--- src/rtl/axi_two_stage_pipe.sv ---
// Two cascaded valid/ready register slices; breaks timing between producer and consumer.
// Define AXI_PIPE_SKID_EN to build each stage as a 2-entry skid buffer with registered ready.

module axi_pipe_stage #(
    parameter int DATA_WIDTH = 32
) (
    input  logic                  clk,
    input  logic                  rst,
    input  logic [DATA_WIDTH-1:0] in_data,
    input  logic                  in_val,
    output logic                  in_rdy,
    output logic [DATA_WIDTH-1:0] out_data,
    output logic                  out_val,
    input  logic                  out_rdy
);

    logic [DATA_WIDTH-1:0] data_q, data_d;
    logic                  val_q,  val_d;

`ifdef AXI_PIPE_SKID_EN
    logic [DATA_WIDTH-1:0] skid_q, skid_d;
    logic                  skid_val_q, skid_val_d;

    // Ready comes straight from a flop, so out_rdy never reaches in_rdy combinationally.
    assign in_rdy = !skid_val_q;

    always_comb begin
        data_d     = data_q;
        val_d      = val_q;
        skid_d     = skid_q;
        skid_val_d = skid_val_q;
        if (skid_val_q) begin
            if (out_rdy) begin
                data_d     = skid_q;
                skid_val_d = 1'b0;
            end
        end else if (in_val) begin
            if (!val_q || out_rdy) begin
                data_d = in_data;
                val_d  = 1'b1;
            end else begin
                skid_d     = in_data;
                skid_val_d = 1'b1;
            end
        end else if (out_rdy) begin
            val_d = 1'b0;
        end
    end

    // NOTE: sequential state uses non-blocking assignments so every flop samples pre-edge values.
    always_ff @(posedge clk or negedge rst) begin
        if (!rst) begin
            data_q     <= '0;
            val_q      <= 1'b0;
            skid_q     <= '0;
            skid_val_q <= 1'b0;
        end else begin
            data_q     <= data_d;
            val_q      <= val_d;
            skid_q     <= skid_d;
            skid_val_q <= skid_val_d;
        end
    end
`else
    assign in_rdy = !val_q || out_rdy;

    always_comb begin
        data_d = data_q;
        val_d  = val_q;
        if (in_val && in_rdy) begin
            data_d = in_data;
            val_d  = 1'b1;
        end else if (out_rdy) begin
            val_d = 1'b0;
        end
    end

    // NOTE: data registers are reset too, so the output bus reads zero after reset.
    always_ff @(posedge clk or negedge rst) begin
        if (!rst) begin
            data_q <= '0;
            val_q  <= 1'b0;
        end else begin
            data_q <= data_d;
            val_q  <= val_d;
        end
    end
`endif

    assign out_data = data_q;
    assign out_val  = val_q;

endmodule

module axi_two_stage_pipe #(
    parameter int DATA_WIDTH = 32
) (
    input  logic                  clk,
    input  logic                  rst,
    input  logic [DATA_WIDTH-1:0] up_bus,
    input  logic                  up_val,
    output logic                  up_rdy,
    input  logic                  dn_rdy_next_stage,
    output logic                  dn_val_slave,
    output logic [DATA_WIDTH-1:0] dn_bus_slave
);

    logic [DATA_WIDTH-1:0] dn_bus;
    logic                  dn_val;
    logic                  dn_rdy;

    axi_pipe_stage #(.DATA_WIDTH(DATA_WIDTH)) u_stage_a (
        .clk      (clk),
        .rst      (rst),
        .in_data  (up_bus),
        .in_val   (up_val),
        .in_rdy   (up_rdy),
        .out_data (dn_bus),
        .out_val  (dn_val),
        .out_rdy  (dn_rdy)
    );

    axi_pipe_stage #(.DATA_WIDTH(DATA_WIDTH)) u_stage_b (
        .clk      (clk),
        .rst      (rst),
        .in_data  (dn_bus),
        .in_val   (dn_val),
        .in_rdy   (dn_rdy),
        .out_data (dn_bus_slave),
        .out_val  (dn_val_slave),
        .out_rdy  (dn_rdy_next_stage)
    );

endmodule

--- config.mk ---
export PLATFORM = sky130hd
export DESIGN_NAME = axi_two_stage_pipe
export DESIGN_NICKNAME = d
export VERILOG_FILES = /design/src/rtl/axi_two_stage_pipe.sv
export SDC_FILE = /design/constraint.sdc
export NUM_CORES = 1
export LEC_CHECK = 0
export BUFFER_PORTS_ARGS = -buffer_cell sky130_fd_sc_hd__buf_2
export CAP_MARGIN = 20
export CORE_MARGIN = 2
export CORE_UTILIZATION = 42
export CTS_BUF_LIST = sky130_fd_sc_hd__clkbuf_4 sky130_fd_sc_hd__clkbuf_8
export CTS_CLUSTER_DIAMETER = 150
export CTS_CLUSTER_SIZE = 24
export DETAILED_ROUTE_END_ITERATION = 6
export GPL_TIMING_DRIVEN = 0
export PLACE_DENSITY_LB_ADDON = 0.2
export SLEW_MARGIN = 15
export SYNTH_ARGS = -nofsm -noshare
export SYNTH_HDL_FRONTEND = slang
export SYNTH_SLANG_ARGS = --single-unit
--- constraint.sdc ---
create_clock -name clk -period 1.4 [get_ports clk]
set_input_delay 0.28 -clock clk [delete_from_list [all_inputs] [get_ports clk]]
set_output_delay 0.28 -clock clk [all_outputs]
set_load 0.005 [all_outputs]
==> qor.csv <==
metric,value,unit
Final setup viols,0,
Hold EP,u_stage_a.out_data[20],
mapped cell area,2749,um2
drt initial violations,28,
CTS tree,done,
CP Capture Type,flip-flop,
clock-pin slew on the worst setup and hold paths,70,ps
Crit path required time,1620,ps
Worst slew margin,0.8165,
Post-Syn Instances,142,
register area share after synthesis,0.6008,
drt pass-1 iters,3,
# DRC,0,
main combinational cell family by area after synthesis,multiplexers,
initial core utilization,0.4329,
GR Overflow Total,0,
Die Wd,84.90,um
post_cts resized,0,
most frequent cells in the layout,"buf_2, dfrtp_1, mux2_4",
worst min path class,in2reg,
power per standard cell area,1491,nW/um2
Rows,29,
die extent in y,84.90,um
# nets final,260,
Ant. Diodes,0,
sw frac,0.2555,
via-per-instance ratio,4.634,
clock share of power,0.279,
area growth from synthesis to layout,23.90,%
Clock Sink Count,66,
Finished Core Util,0.5364,
footprint of the multi-input gates,1003,um2
Final Hold Vio Count,0,
Post-DRT Antenna Nets,0,
register share of total power,0.494,
initial antenna violation count,0,
Reg area,1652,um2
vias in the first global route,1552,
floorplan core area,6350,um2
post-layout total power,0.005079,W
final wirelength,4.817,mm
max capacitance violation total,0,
routed vias,1418,
DIE AREA,7208,um2
DPL Wire Length,3.207,mm
Post CTS Setup Buffer Count,0,
syn avg cell area,19.36,um2
FF-to-FF setup slack,100,ps
crit path launch type,flip-flop,
clk_lat worst skew,330,ps
cts bufs inserted,9,
Hold Slack,172.4,ps
Synth warnings,0,
Layout Skew,7.167,ps
gr usage total,0.1460,
final period utilization,0.9316,
post-synth top area cell,dfrtp_1,
worst r2r path cells,4,
RSZ-0062 raised after global routing,false,
P_int,0.003781,W
critical path class,reg2reg,
share of cells above drive strength 1,0.6943,
first-pass GRT wire length,8.004,mm
Synth area leaders,"dfrtp_1, mux2_4, buf_12",
LEAKAGE,1.754,nW
outcome,finished clean,
post-synthesis simple-gate area fraction,0.02094,
IO Pins,70,
reg2reg start,u_stage_b.out_val,
post-synth cell types,10,
hold buffers post-CTS,1,
Yosys reg bits,66,
Final Slew Violations,0,
final worst path period need,1304,ps
IO Port Bufs,69,
htree depth,3,
min-delay src,up_bus[20],
Post-Syn Nets,178,
data arrival time of the worst path,1520,ps
Post-Synth XOR/XNOR Area,0,
WHS Path Cells,2,
R2R Path End,u_stage_b.out_data[15],
NetSw,0.001298,W
Filler Cell Count,532,
actual slew at the worst max-slew pin,275.2,ps
post-synthesis compound-gate area fraction,0,
routability cong.,0.6949,
area fraction of the dominant cell type after synthesis,0.6008,
largest net degree at the start of global routing,57,
Clock Tree Buf Depth,2,
mux contribution to synthesized area,0.3441,
"commonest non-fill, non-tap cell in the layout",buf_2,
Post-Synth Adder-Cell Area,0,
Highest Clock Rate,766.8,MHz
CTS root buffer,clkbuf_8,
VDD IR max,0.6439,mV
Routed wire per std cell,15.74,um
Logic pwr share,0.228,
CP max FO,10,
## metal layers
metal  vias up  global-route usage  routed length (um)
met1       713              0.1976                2232
met3         7             0.03891                 257
met2        42              0.2198                2264
li1        656                   -                   -
met4         0             0.06926                  62
met5         -                   0                   0
## area by class of cell
class,count,share of cell area
clock buffers,11,0.04262
flip-flops and latches,66,0.4849
plain buffers,6,0.02755
repair buffers,71,0.1132
clock inverters,5,0.008817
well taps,77,0.02829
multi-input cells,70,0.2946
## cells in the mapped netlist
library cell,instances
buf_12,3
buf_6,3
dfrtp_1,66
mux2_2,4
mux2_4,60
nand2_2,1
nand2_4,1
nand2b_1,2
nand3b_4,1
or2b_1,1
## worst max-delay path, stage by stage, from the launching register on
cell and delay, ps:
dfrtp_1 410, nand2b_1 100, nand2_2 160, buf_6 210, mux2_4 310
## power groups by stage
stage                     registers [W]  clock network, W  logic [W]
final                           0.00251           0.00142    0.00116
after global routing            0.00256           0.00155    0.00125
after CTS                       0.00251           0.00147    0.00118
after detailed placement        0.00253                 0    0.00118
after global placement          0.00253                 0    0.00114
after floorplan                 0.00253                 0   0.000720
## sequential cells by signal, indices dropped and copies added (netlist names)
register,flops
u_stage_b.out_data,32
u_stage_a.out_data,32
u_stage_b.out_val,1
u_stage_a.out_val,1
## per-stage QoR
stage | worst slack, ps | cells | setup TNS [ps] | area, um2
2_1_floorplan | 187.9 | 142 | 0 | 2749
3_3_place_gp | -268.4 | 288 | -17460 | 3191
3_5_place_dp | 30.36 | 289 | 0 | 3221
4_1_cts | 61.78 | 306 | 0 | 3406
5_1_grt | 4.092 | 306 | 0 | 3406
6_report | 95.80 | 306 | 0 | 3406
## how the worst max path moves through the flow
stage,from,to,slack [ps],cells after the start
after floorplan,u_stage_b.out_val,u_stage_b.out_data[10],190,4
after global placement,rst,u_stage_a.out_data[30],-270,1
after detailed placement,dn_rdy_next_stage,u_stage_b.out_data[5],30,5
after CTS,u_stage_b.out_val,u_stage_b.out_data[15],60,4
after global routing,u_stage_b.out_val,u_stage_b.out_data[11],4,4
final,u_stage_b.out_val,u_stage_b.out_data[15],100,4
## kinds of logic after synthesis
logic type,after synthesis
multiplexers,64
AND/OR/NAND/NOR,6
flip-flops,66
buffers and inverters,6
(Power assumes the default switching activity.)
